File: src/rtl/iq_nwide_pkg.sv
// Shared types and helpers for the N-lane instruction queue.
package iq_nwide_pkg;

    // Widest lane configuration supported; lane counts are sized for it.
    localparam int unsigned LANE_MAX = 4;

    // Holds 0..LANE_MAX inclusive.
    typedef logic [2:0] lane_cnt_t;

    // Number of contiguous set bits starting at bit 0, looking at the low `lanes` bits only.
    function automatic lane_cnt_t lead_ones(input logic [LANE_MAX-1:0] vec,
                                            input int unsigned lanes);
        lane_cnt_t cnt;
        logic      run;
        cnt = '0;
        run = 1'b1;
        for (int unsigned i = 0; i < LANE_MAX; i++) begin
            if (run && (i < lanes) && vec[i]) begin
                cnt = cnt + lane_cnt_t'(1);
            end else begin
                run = 1'b0;
            end
        end
        return cnt;
    endfunction

    function automatic lane_cnt_t sat_min(input lane_cnt_t a, input lane_cnt_t b);
        return (a < b) ? a : b;
    endfunction

endpackage

File: src/rtl/iq_nwide_if.sv
// Fetch/backend bundle for the N-lane instruction queue.
interface iq_nwide_if
    import iq_nwide_pkg::*;
#(
    parameter int unsigned DATA_W = 32,
    parameter int unsigned DEPTH  = 16,
    parameter int unsigned LANES  = 2
);
    localparam int unsigned CNT_W = $clog2(DEPTH) + 1;

    logic [LANES-1:0]        in_valid;
    logic [LANES*DATA_W-1:0] in_data;
    logic                    in_ready;
    logic                    flush;
    logic                    stall;
    lane_cnt_t               width_lim;
    logic [LANES-1:0]        out_valid;
    logic [LANES*DATA_W-1:0] out_data;
    logic [CNT_W-1:0]        count;
    logic                    empty;
    logic                    full;

    // Fetch/backend side driving the queue.
    modport master (
        output in_valid, in_data, flush, stall, width_lim,
        input  in_ready, out_valid, out_data, count, empty, full
    );

    // The queue itself.
    modport slave (
        input  in_valid, in_data, flush, stall, width_lim,
        output in_ready, out_valid, out_data, count, empty, full
    );

endinterface

File: src/rtl/iq_nwide_prefix_count.sv
// Counts leading contiguous valid lanes starting at lane 0.
module iq_nwide_prefix_count
    import iq_nwide_pkg::*;
#(
    parameter int unsigned LANES = 2
) (
    input  logic [LANES-1:0] i_vec,
    output lane_cnt_t        o_cnt
);

    logic [LANE_MAX-1:0] w_vec;

    // Zero-extend to the widest lane configuration.
    always_comb begin
        w_vec             = '0;
        w_vec[LANES-1:0]  = i_vec;
    end

    assign o_cnt = lead_ones(w_vec, LANES);

endmodule

File: src/rtl/iq_nwide.sv
// N-lane instruction queue: multi-lane enqueue, width-limited registered dequeue,
// flush, stall and occupancy reporting.
module iq_nwide
    import iq_nwide_pkg::*;
#(
    parameter int unsigned DATA_W = 32,
    parameter int unsigned DEPTH  = 16,
    parameter int unsigned LANES  = 2
) (
    input  logic       i_clk,
    input  logic       i_rst,
    iq_nwide_if.slave  bus
);

    localparam int unsigned PTR_W = $clog2(DEPTH);
    localparam int unsigned CNT_W = PTR_W + 1;

    if ((LANES < 1) || (LANES > LANE_MAX)) begin : gen_bad_lanes
        $error("iq_nwide: LANES must be in 1..4");
    end
    if ((DEPTH < 2 * LANES) || ((DEPTH & (DEPTH - 1)) != 0)) begin : gen_bad_depth
        $error("iq_nwide: DEPTH must be a power of two and at least 2*LANES");
    end

    logic [DATA_W-1:0]       r_mem [DEPTH];
    logic [PTR_W-1:0]        r_head, r_tail;
    logic [CNT_W-1:0]        r_count;
    logic [LANES-1:0]        r_out_valid;
    logic [LANES*DATA_W-1:0] r_out_data;

    logic [PTR_W-1:0]        w_head_d, w_tail_d;
    logic [CNT_W-1:0]        w_count_d;
    logic [LANES-1:0]        w_out_valid_d;
    logic [LANES*DATA_W-1:0] w_out_data_d;
    lane_cnt_t               w_n_valid, w_n_enq, w_n_deq, w_wl_sat;
    logic                    w_in_ready;

    // Registered count only: a same-cycle dequeue does not free room for the enqueue.
    assign w_in_ready = (r_count <= CNT_W'(DEPTH - LANES));

    iq_nwide_prefix_count #(
        .LANES (LANES)
    ) u_prefix (
        .i_vec (bus.in_valid),
        .o_cnt (w_n_valid)
    );

    // Lane counts for this cycle; dequeue sees only the pre-enqueue occupancy.
    always_comb begin
        w_wl_sat = sat_min(bus.width_lim, lane_cnt_t'(LANES));
        w_n_enq  = '0;
        w_n_deq  = '0;
        if (w_in_ready && !bus.flush) begin
            w_n_enq = w_n_valid;
        end
        if (!bus.stall && !bus.flush) begin
            w_n_deq = (r_count < CNT_W'(w_wl_sat)) ? lane_cnt_t'(r_count) : w_wl_sat;
        end
    end

    // Pointer and occupancy next state; flush empties the queue.
    always_comb begin
        w_head_d  = r_head + PTR_W'(w_n_deq);
        w_tail_d  = r_tail + PTR_W'(w_n_enq);
        w_count_d = r_count + CNT_W'(w_n_enq) - CNT_W'(w_n_deq);
        if (bus.flush) begin
            w_head_d  = '0;
            w_tail_d  = '0;
            w_count_d = '0;
        end
    end

    // Output register next state; lanes not loaded keep their old data.
    always_comb begin
        w_out_valid_d = r_out_valid;
        w_out_data_d  = r_out_data;
        if (bus.flush) begin
            w_out_valid_d = '0;
        end else if (!bus.stall) begin
            for (int i = 0; i < LANES; i++) begin
                if (lane_cnt_t'(i) < w_n_deq) begin
                    w_out_valid_d[i]                  = 1'b1;
                    w_out_data_d[i*DATA_W +: DATA_W]  = r_mem[r_head + PTR_W'(i)];
                end else begin
                    w_out_valid_d[i] = 1'b0;
                end
            end
        end
    end

    // Storage write: accepted lanes go to consecutive slots from tail.
    always_ff @(posedge i_clk) begin
        if (i_rst) begin
            for (int i = 0; i < DEPTH; i++) begin
                r_mem[i] <= '0;
            end
        end else begin
            for (int i = 0; i < LANES; i++) begin
                if (lane_cnt_t'(i) < w_n_enq) begin
                    r_mem[r_tail + PTR_W'(i)] <= bus.in_data[i*DATA_W +: DATA_W];
                end
            end
        end
    end

    // Pointer, count and output registers.
    always_ff @(posedge i_clk) begin
        if (i_rst) begin
            r_head      <= '0;
            r_tail      <= '0;
            r_count     <= '0;
            r_out_valid <= '0;
            r_out_data  <= '0;
        end else begin
            r_head      <= w_head_d;
            r_tail      <= w_tail_d;
            r_count     <= w_count_d;
            r_out_valid <= w_out_valid_d;
            r_out_data  <= w_out_data_d;
        end
    end

    assign bus.in_ready  = w_in_ready;
    assign bus.full      = !w_in_ready;
    assign bus.empty     = (r_count == '0);
    assign bus.count     = r_count;
    assign bus.out_valid = r_out_valid;
    assign bus.out_data  = r_out_data;

endmodule

File: src/flat_wrapper.sv
// flat-port wrapper written by rule: the top's interface ports become plain ports
module iq_nwide_flat import iq_nwide_pkg::*;
#(
    parameter int unsigned DATA_W = 32,
    parameter int unsigned DEPTH  = 16,
    parameter int unsigned LANES  = 2
)
  (i_clk, i_rst, bus_in_valid, bus_in_data, bus_flush, bus_stall, bus_width_lim, bus_in_ready, bus_out_valid, bus_out_data, bus_count, bus_empty, bus_full);
  iq_nwide_if #(.DATA_W(DATA_W), .DEPTH(DEPTH), .LANES(LANES)) bus_i ();
  input  logic i_clk;
  input  logic i_rst;
  input wire logic [$bits(bus_i.in_valid)-1:0] bus_in_valid;
  input wire logic [$bits(bus_i.in_data)-1:0] bus_in_data;
  input wire logic [$bits(bus_i.flush)-1:0] bus_flush;
  input wire logic [$bits(bus_i.stall)-1:0] bus_stall;
  input wire logic [$bits(bus_i.width_lim)-1:0] bus_width_lim;
  output wire logic [$bits(bus_i.in_ready)-1:0] bus_in_ready;
  output wire logic [$bits(bus_i.out_valid)-1:0] bus_out_valid;
  output wire logic [$bits(bus_i.out_data)-1:0] bus_out_data;
  output wire logic [$bits(bus_i.count)-1:0] bus_count;
  output wire logic [$bits(bus_i.empty)-1:0] bus_empty;
  output wire logic [$bits(bus_i.full)-1:0] bus_full;
  assign bus_i.in_valid = bus_in_valid;
  assign bus_i.in_data = bus_in_data;
  assign bus_i.flush = bus_flush;
  assign bus_i.stall = bus_stall;
  assign bus_i.width_lim = bus_width_lim;
  assign bus_in_ready = bus_i.in_ready;
  assign bus_out_valid = bus_i.out_valid;
  assign bus_out_data = bus_i.out_data;
  assign bus_count = bus_i.count;
  assign bus_empty = bus_i.empty;
  assign bus_full = bus_i.full;
  iq_nwide #(.DATA_W(DATA_W), .DEPTH(DEPTH), .LANES(LANES)) u_core (.i_clk(i_clk), .i_rst(i_rst), .bus(bus_i));
endmodule
File: config.mk
export PLATFORM = sky130hd
export DESIGN_NAME = iq_nwide_flat
export DESIGN_NICKNAME = d
export VERILOG_FILES = /design/src/rtl/iq_nwide_pkg.sv /design/src/rtl/iq_nwide_if.sv /design/src/rtl/iq_nwide_prefix_count.sv /design/src/rtl/iq_nwide.sv /design/src/flat_wrapper.sv
export SDC_FILE = /design/constraint.sdc
export NUM_CORES = 1
export LEC_CHECK = 0
export CAP_MARGIN = 30
export CORE_ASPECT_RATIO = 1.4
export CORE_MARGIN = 3
export CORE_UTILIZATION = 50
export CTS_BUF_LIST = sky130_fd_sc_hd__clkbuf_4 sky130_fd_sc_hd__clkbuf_8
export CTS_CLUSTER_SIZE = 40
export DETAILED_ROUTE_END_ITERATION = 6
export HOLD_SLACK_MARGIN = 0.05
export PLACE_DENSITY = 0.7
export SLEW_MARGIN = 30
export SYNTH_ARGS = -nofsm -noshare
export SYNTH_HDL_FRONTEND = slang
export SYNTH_HIERARCHICAL = 1
export SYNTH_SLANG_ARGS = --single-unit
File: constraint.sdc
create_clock -name i_clk -period 7.1 [get_ports i_clk]
set_input_delay 1.42 -clock i_clk [delete_from_list [all_inputs] [get_ports i_clk]]
set_output_delay 1.42 -clock i_clk [all_outputs]
set_load 0.05 [all_outputs]
**Word-level counts from Yosys, hierarchy flattened**

Memory sizes are Yosys's and may differ from the RTL's. A register that Yosys moved wholly into a read port is not among the register bits.
Cells that the tools add are included.
W data, S select, Z words.

- Bits of input ports: 73
- Output and inout port bits: 74
- Memory bits (writable): 512
- Memories: 1
- Flip-flop bits (word level): 15
- Logic and storage cells: 56

- Reductions and logical operators: 12
- Add/sub/neg operators: 7
- Order comparisons: 7
- Mux-type cells: 23
- Bitwise logic cells: 2

Memory list:

| name | depth | width | rd ports | clocked after Yosys merged registers in | write ports | line | source |
|---|---|---|---|---|---|---|---|
| u_core.r_mem | 16 | 32 | 2 | 2 | 16 | iq_nwide.sv:25 | `logic [DATA_W-1:0] r_mem [DEPTH];` |

Operators by type and width:

| cell | count |
|---|---|
| $mux W32 | 2 |
| $reduce_or A32 Y1 | 2 |
| $mux W3 | 5 |
| $mux W1 | 14 |
| $lt A1 B3 Y1 const A | 4 |
| $add A4 B1 Y4 const B | 2 |
| $add A4 B3 Y4 | 2 |
| $mux W4 | 2 |
| $reduce_and A3 Y1 | 2 |
| $add A5 B3 Y5 | 1 |
| $le A5 B4 Y1 const B | 1 |
| $logic_not A5 Y1 | 1 |
| $lt A5 B3 Y1 | 1 |
| $sub A5 B3 Y5 | 1 |
| $add A3 B1 Y3 const B | 1 |
| $logic_and A1 B1 Y1 | 3 |
| $logic_not A1 Y1 | 3 |
| $lt A3 B2 Y1 const B | 1 |
| $not A1 Y1 | 2 |
| $reduce_or A2 Y1 | 1 |

**Logic depth before layout (Yosys ltp)**

Gate-level depths: netlist of run 1.

- Word-level depth: 10
- Mapped depth: 17
- Gate-level depth less buffers: 17

**Hierarchy**

The synthesis of run 1 kept the hierarchy.

Modules (own cells, without submodules):

| module | sequential area each (µm²) | times used | cells each | area each (µm²) |
|---|---|---|---|---|
| iq_nwide | 16956.3 | 1 | 2380 | 31821.8 |
| iq_nwide_prefix_count | 0.0 | 1 | 4 | 27.5 |

**Worst setup path after synthesis of run 1**

OpenSTA, ideal clock, no wires.

- Path kind: input-to-reg
- From: input i_rst
- To: memory u_core.r_mem[11][0], enable pin
- Stages: 4
- Data arrival time: 5.376 ns
- Buffers on the path: 1
- Library setup time: 0.511 ns
- Data required time: 6.589 ns
- Setup slack: 1.214 ns
- Cells stage by stage: clkbuf_1 nor2_1 nand2_1 o41ai_1

RTL lines:

| what | line | source |
|---|---|---|
| from (decl) | flat_wrapper.sv:11 | `input logic i_rst;` |
| to (decl) | iq_nwide.sv:25 |  |

==> flow_summary.json, run 1 <==
{
  "boundaryPins": 147,
  "start_util_pct": 50.91,
  "crit_chain": "clkdlybuf4s50_1, or2_2, or4_4, nor3_4, buf_4, or3_2",
  "synth_area_leaders": "edfxtp_1 48%, mux4_2 18%, o22ai_1 7.5%",
  "crit_path_end_kind": "flip-flop",
  "critPathKind": "primary input to flip-flop",
  "worst_pin_slew_ns": 1.035,
  "synth_edf_count": 512,
  "grt_max_degree": 101,
  "drtPass1Iterations": 7,
  "drive_above_1_share_pct": 21.52,
  "yosysUniqueCellTypes": 50,
  "route.detailed.drc": 2,
  "fin_crit_sh_pct": 67.23,
  "cts_buffer_depth": 3,
  "grt_pass1_vias": 24830,
  "syn-cell-area_mm2": 0.03185,
  "cts.sinks": 591,
  "gr-total-overflow": 0,
  "hpwl_mm": 60.77,
  "dieArea_mm2": 0.06681,
  "crit_arrival_ns": 5.07,
  "ys.flop_type": "edfxtp_1",
  "critPathRequiredTime_ns": 7.40,
  "fill_cells": 4840,
  "die_w_um": 219.3,
  "syn_area_per_cell_um2": 13.36,
  "cts_tree": "yes",
  "wl_mm": 105.5,
  "cp_slowest_cell": "or3_2",
  "critPathMaxFanout": 46,
  "routedWlPerCell_um": 32.12,
  "cp-start-kind": "primary input",
  "dp_slack_ns": 1.670,
  "slew_headroom_pct": 30.97,
  "place_congestion": 0.8326,
  "vdd_ir_drop_max_mv": 0.1737,
  "clk_latency_ns": 0.69,
  "root_buffer": "clkbuf_8",
  "post-route-min-period_ns": 4.773,
  "rows": 108,
  "syn_to_final_growth_pct": 12.83,
  "p_leak_nw": 11.47,
  "cap_violations": 0,
  "hold_buffers": 0,
  "nets": 2476,
  "synthTopCellsByCount": "512 x edfxtp_1, 384 x o22ai_1, 297 x nand2_1",
  "synthArstFlopShare_pct": 0,
  "syn-num-nets": 2478,
  "grtUsageTotal_pct": 30.88,
  "port_buffers": 146,
  "drtIter0Drc": 3894,
  "status": "finished with violations",
  "syn-instance-count": 2384,
  "path_buf_inv": 2,
  "yosysWarningCount": 6,
  "grt_pass1_wl_mm": 153.2,
  "cts_setup_buffers": 0,
  "cts-buffers-inserted": 90,
  "htree_levels": 3,
  "synth_top_area_cell": "edfxtp_1",
  "violations": "design-rule violations",
  "max_freq_mhz": 209.5,
  "hp-class": "flip-flop to flip-flop",
  "die-height_um": 304.6,
  "setup_violations": 0,
  "synth_seq_area_share_pct": 53.24,
  "antenna_found_initial": 7,
  "hold_viol_final": 0,
  "critical-path-max-stage-delay_ns": 0.89,
  "power_density_mw_per_mm2": 245.2,
  "vias": 24430,
  "rsz0062_at_grt": "false",
  "fin_tns_setup_ns": 0,
  "cp_top_family": "simple AND/OR/NAND/NOR gates",
  "core_area_mm2": 0.06257,
  "cts.repair.resized": 0,
  "synth.most_common_cell": "edfxtp_1",
  "hold_slack_ns": 0.4660,
  "slew_violations": 0,
  "clk_pin_slew_ns": 0.07,
  "synth_top_area_share_pct": 48.27,
  "vias_per_cell": 7.438,
  "fin_worst_skew_ns": 0.02517,
  "ant_nets": 0,
  "synth-seq-cells": 591,
  "fin_ws_ns": 2.327
}
[where the power goes]
group	internal, W	switching [W]
Clock	0.00165	0.00139
Sequential	0.00396	0.000126
Combinational	0.000595	0.00109
[layer usage]
metal / GRT usage [%] / wire length (um)
met1: 37.96 / 34880
met2: 50.23 / 51040
met3: 6.129 / 12940
met4: 18.88 / 6592
met5: 0 / 27
[worst paths after layout]
check	depth (start not counted)	slack, ns	start	endpoint
worst min-delay path	1	0.47	u_core/bus.out_data[42]$_SDFFE_PP0P_	u_core/bus.out_data[42]$_SDFFE_PP0P_
worst max register to register	8	3.05	u_core/bus.count[4]$_SDFF_PP0_	u_core/r_mem[8][14]$_DFFE_PP_
worst min register to register	1	0.47	u_core/bus.out_data[42]$_SDFFE_PP0P_	u_core/bus.out_data[42]$_SDFFE_PP0P_
worst max-delay path	6	2.33	i_rst	u_core/r_mem[8][14]$_DFFE_PP_
[flip-flops by register name, indices dropped and copies added, names as in the netlist]
register,cells
u_core/bus.out_data,64
u_core/bus.count,5
u_core/bus.out_valid,2
u_core/r_mem,512
u_core/r_head,4
u_core/r_tail,4
[metrics by stage]
step / area (um^2) / total power (W) / utilization, % / cells
2_1_floorplan: 31850 / 0.005178 / - / 2384
3_3_place_gp: 33850 / 0.005721 / 54.10 / 3108
3_5_place_dp: 34000 / 0.005802 / 54.35 / 3114
4_1_cts: 35900 / 0.008791 / 57.38 / 3278
5_1_grt: 35930 / 0.009048 / 57.42 / 3280
6_report: 35940 / 0.008811 / 57.44 / 3284
[worst register-to-register path, stage by stage (launching register included)]
cell     delay, ns
dfxtp_1       0.40
inv_1         0.10
ha_1          0.22
a41oi_4       0.30
inv_2         0.11
or4_4         0.86
nor3_4        0.27
buf_4         0.48
or3_2         0.89
[final cells by class]
type	instances	area [um^2]	area share, %
Inverter	22	82.58	0.2298
Multi-Input combinational cell	1466	13840	38.52
Antenna cell	5	12.51	0.03482
Clock buffer	121	1528	4.251
Clock inverter	43	370.4	1.031
Sequential cell	591	16960	47.21
Timing Repair Buffer	211	2103	5.853
Tap cell	825	1032	2.872
[placed cells by master, fill, tap and decap left out, drive strengths merged, types with 21 or more instances in the layout]
cell type,synthesis,routed
clkbuf,169,121
nor3,76,76
nand2,297,297
a22oi,64,64
inv,21,21
mux4,256,256
edfxtp,512,512
o22ai,384,384
mux2i,67,67
dfxtp,79,79
clkdlybuf4s50,0,146
a211o,32,32
buf,136,65
clkinv,1,35
a22o,160,160
nor2,30,30
[cell families after synthesis]
kind of cell	Yosys count	share of synthesized area [%]
other	2	0.02358
and+or+nand+nor	436	5.889
adders and majority gates	21	0.9428
AOI/OAI and AO/OA	676	15.12
buffers and inverters	327	4.329
xor gates and xnor gates	8	0.2436
muxes	323	20.21
DFF	591	53.24
Power figures use the tool's default switching activity.
==> run 2: changes to the inputs <==
- clock period: 7.1 -> 4.9 ns (I/O delays scaled with it)
==> run 2 against run 1 <==
Effect of this change: power increased by 41%; wire length grew 4.6%; utilization hardly changed; clock-buffer cell count fell by 1; clock skew fell by 0.0012 ns; register-to-register slack got worse by 1.5 ns; highest routed layer unchanged; critical path depth grew 9; via count increased by 2.4%; non-clock buffer count grew 13; the run now ends clean; sequential share of layout area hardly changed.
==> flow_summary.json, run 2 (same netlist as run 1, synthesis figures left out) <==
{
  "vias": 25020,
  "vias_per_cell": 7.599,
  "setup_violations": 0,
  "cts-buffers-inserted": 88,
  "switchingPower_w": 0.003765,
  "fin_ws_ns": 1.187,
  "cp-start-kind": "primary input",
  "hold_buffers": 0,
  "clk_latency_ns": 0.70,
  "p_int_w": 0.008672,
  "route.detailed.drc": 0,
  "clk_pin_slew_ns": 0.06,
  "p_leak_nw": 11.48,
  "hpwl_mm": 60.39,
  "htree_levels": 3,
  "place_congestion": 0.8242,
  "antenna_found_initial": 6,
  "grt_max_degree": 105,
  "ant_nets": 0,
  "nets": 2487,
  "fin_tns_setup_ns": 0,
  "cts_buffer_depth": 3,
  "dp.cells": 3128,
  "drtIter0Drc": 3965,
  "p_clk_share_pct": 32.5,
  "vdd_ir_drop_max_mv": 0.8068,
  "switching_share_pct": 30.27,
  "hp-class": "flip-flop to flip-flop",
  "seqPwrFrac_pct": 47.6,
  "final_cell_area_mm2": 0.03596,
  "cap_violations": 0,
  "cts_tree": "yes",
  "cts.sinks": 591,
  "port_buffers": 146,
  "grt_pass1_wl_mm": 159.7,
  "critPathKind": "primary input to flip-flop",
  "power_density_mw_per_mm2": 345.9,
  "dieArea_mm2": 0.06681,
  "fin_total_pwr_w": 0.01244,
  "dpl-instance-area_mm2": 0.03422,
  "die_w_um": 219.3,
  "core_area_mm2": 0.06257,
  "wl_mm": 110.3,
  "slew_violations": 0,
  "critPathMaxFanout": 4,
  "post-route-min-period_ns": 3.713,
  "p_comb_share_pct": 19.9,
  "hold_viol_final": 0,
  "largest_register": "u_core/r_mem",
  "start_util_pct": 50.91,
  "final_cell_mix": "512 x edfxtp_1, 384 x o22ai_1, 296 x nand2_1, 256 x mux4_2, 160 x a22o_1",
  "cts_setup_buffers": 0,
  "drtPass1Iterations": 6,
  "crit_arrival_ns": 4.28,
  "drive_above_1_share_pct": 21.79,
  "slew_headroom_pct": 30.89,
  "grt_pass1_vias": 25420,
  "gr-total-overflow": 0,
  "dp_slack_ns": 0.5082,
  "crit_path_end_kind": "flip-flop",
  "root_buffer": "clkbuf_8",
  "routedWlPerCell_um": 33.50,
  "rows": 108,
  "die-height_um": 304.6,
  "cts.repair.resized": 0,
  "max_freq_mhz": 269.3,
  "critPathRequiredTime_ns": 5.46,
  "fin_crit_sh_pct": 75.78,
  "instances_no_fill": 3292,
  "layout.cells.most_common": "edfxtp_1",
  "rsz0062_at_grt": "false",
  "largest_register_ffs": 512,
  "fin_worst_skew_ns": 0.02398,
  "status": "finished, final reports clean",
  "syn_to_final_growth_pct": 12.89,
  "grtUsageTotal_pct": 32.40,
  "worst_pin_slew_ns": 1.037,
  "boundaryPins": 147
}
## run 2: cell types whose count changed in the layout (fill, tap and decap cells not counted), sizes merged
cell / change
clkinv: +1
bufinv: -5
buf: +13
inv: +2
diode: -2
clkbuf: -1
## run 2: worst paths after layout
check	startpoint	endpoint	slack, ns	depth (start not counted)
worst max-delay path	bus_width_lim[2]	u_core/bus.count[3]$_SDFF_PP0_	1.19	15
worst min-delay path	u_core/bus.out_data[43]$_SDFFE_PP0P_	u_core/bus.out_data[43]$_SDFFE_PP0P_	0.47	1
worst max register to register	u_core/r_head[0]$_SDFF_PP0_	u_core/bus.out_data[47]$_SDFFE_PP0P_	1.58	6
worst min register to register	u_core/bus.out_data[43]$_SDFFE_PP0P_	u_core/bus.out_data[43]$_SDFFE_PP0P_	0.47	1
## run 2: worst max-delay path, stage by stage
cell and delay, ns:
clkdlybuf4s50_1 0.39, or2_2 0.34, inv_1 0.12, ha_1 0.15, nand2_1 0.10, o211ai_1 0.35
mux2i_1 0.28, nor2_1 0.10, fa_1 0.56, inv_1 0.06, ha_1 0.27, a21o_1 0.17
a21oi_1 0.18, xor2_1 0.17, nor2_1 0.05
## run 2: cell type report
| class | count | area (um^2) |
|---|---|---|
| fillers | 4857 | 26610 |
| flip-flops and latches | 591 | 16960 |
| multi-input cells | 1466 | 13820 |
| repair buffers | 224 | 2322 |
| clock buffers | 120 | 1483 |
| well taps | 825 | 1032 |
| clock inverters | 41 | 242.7 |
| inverters | 22 | 82.58 |
| diodes | 3 | 7.507 |
## run 2: routing by layer
layer / GRT usage (%) / routed length, um / part of all wire (%)
met4: 19.62 / 7432 / 6.7
met5: 0 / 40 / 0.036
met2: 51.03 / 51500 / 47
met3: 7.983 / 15450 / 14
met1: 40.42 / 35870 / 33
## run 2: metrics by stage
step           util (%)  hold WS [ns]
3_3_place_gp      54.70        0.4429
6_report          57.47        0.4729
2_1_floorplan         -        0.5276
4_1_cts           57.46        0.4698
5_1_grt           57.47        0.4825
3_5_place_dp      54.70        0.4579
## run 2: power by group through the flow
| stage | logic (W) | clock network, W | registers, W |
|---|---|---|---|
| CTS | 0.00243 | 0.00407 | 0.00591 |
| finish | 0.00247 | 0.00404 | 0.00592 |
| global route | 0.00256 | 0.00428 | 0.00594 |
| global placement | 0.00240 | 0 | 0.00599 |
| floorplan | 0.00133 | 0 | 0.00617 |
| detailed placement | 0.00243 | 0 | 0.00602 |
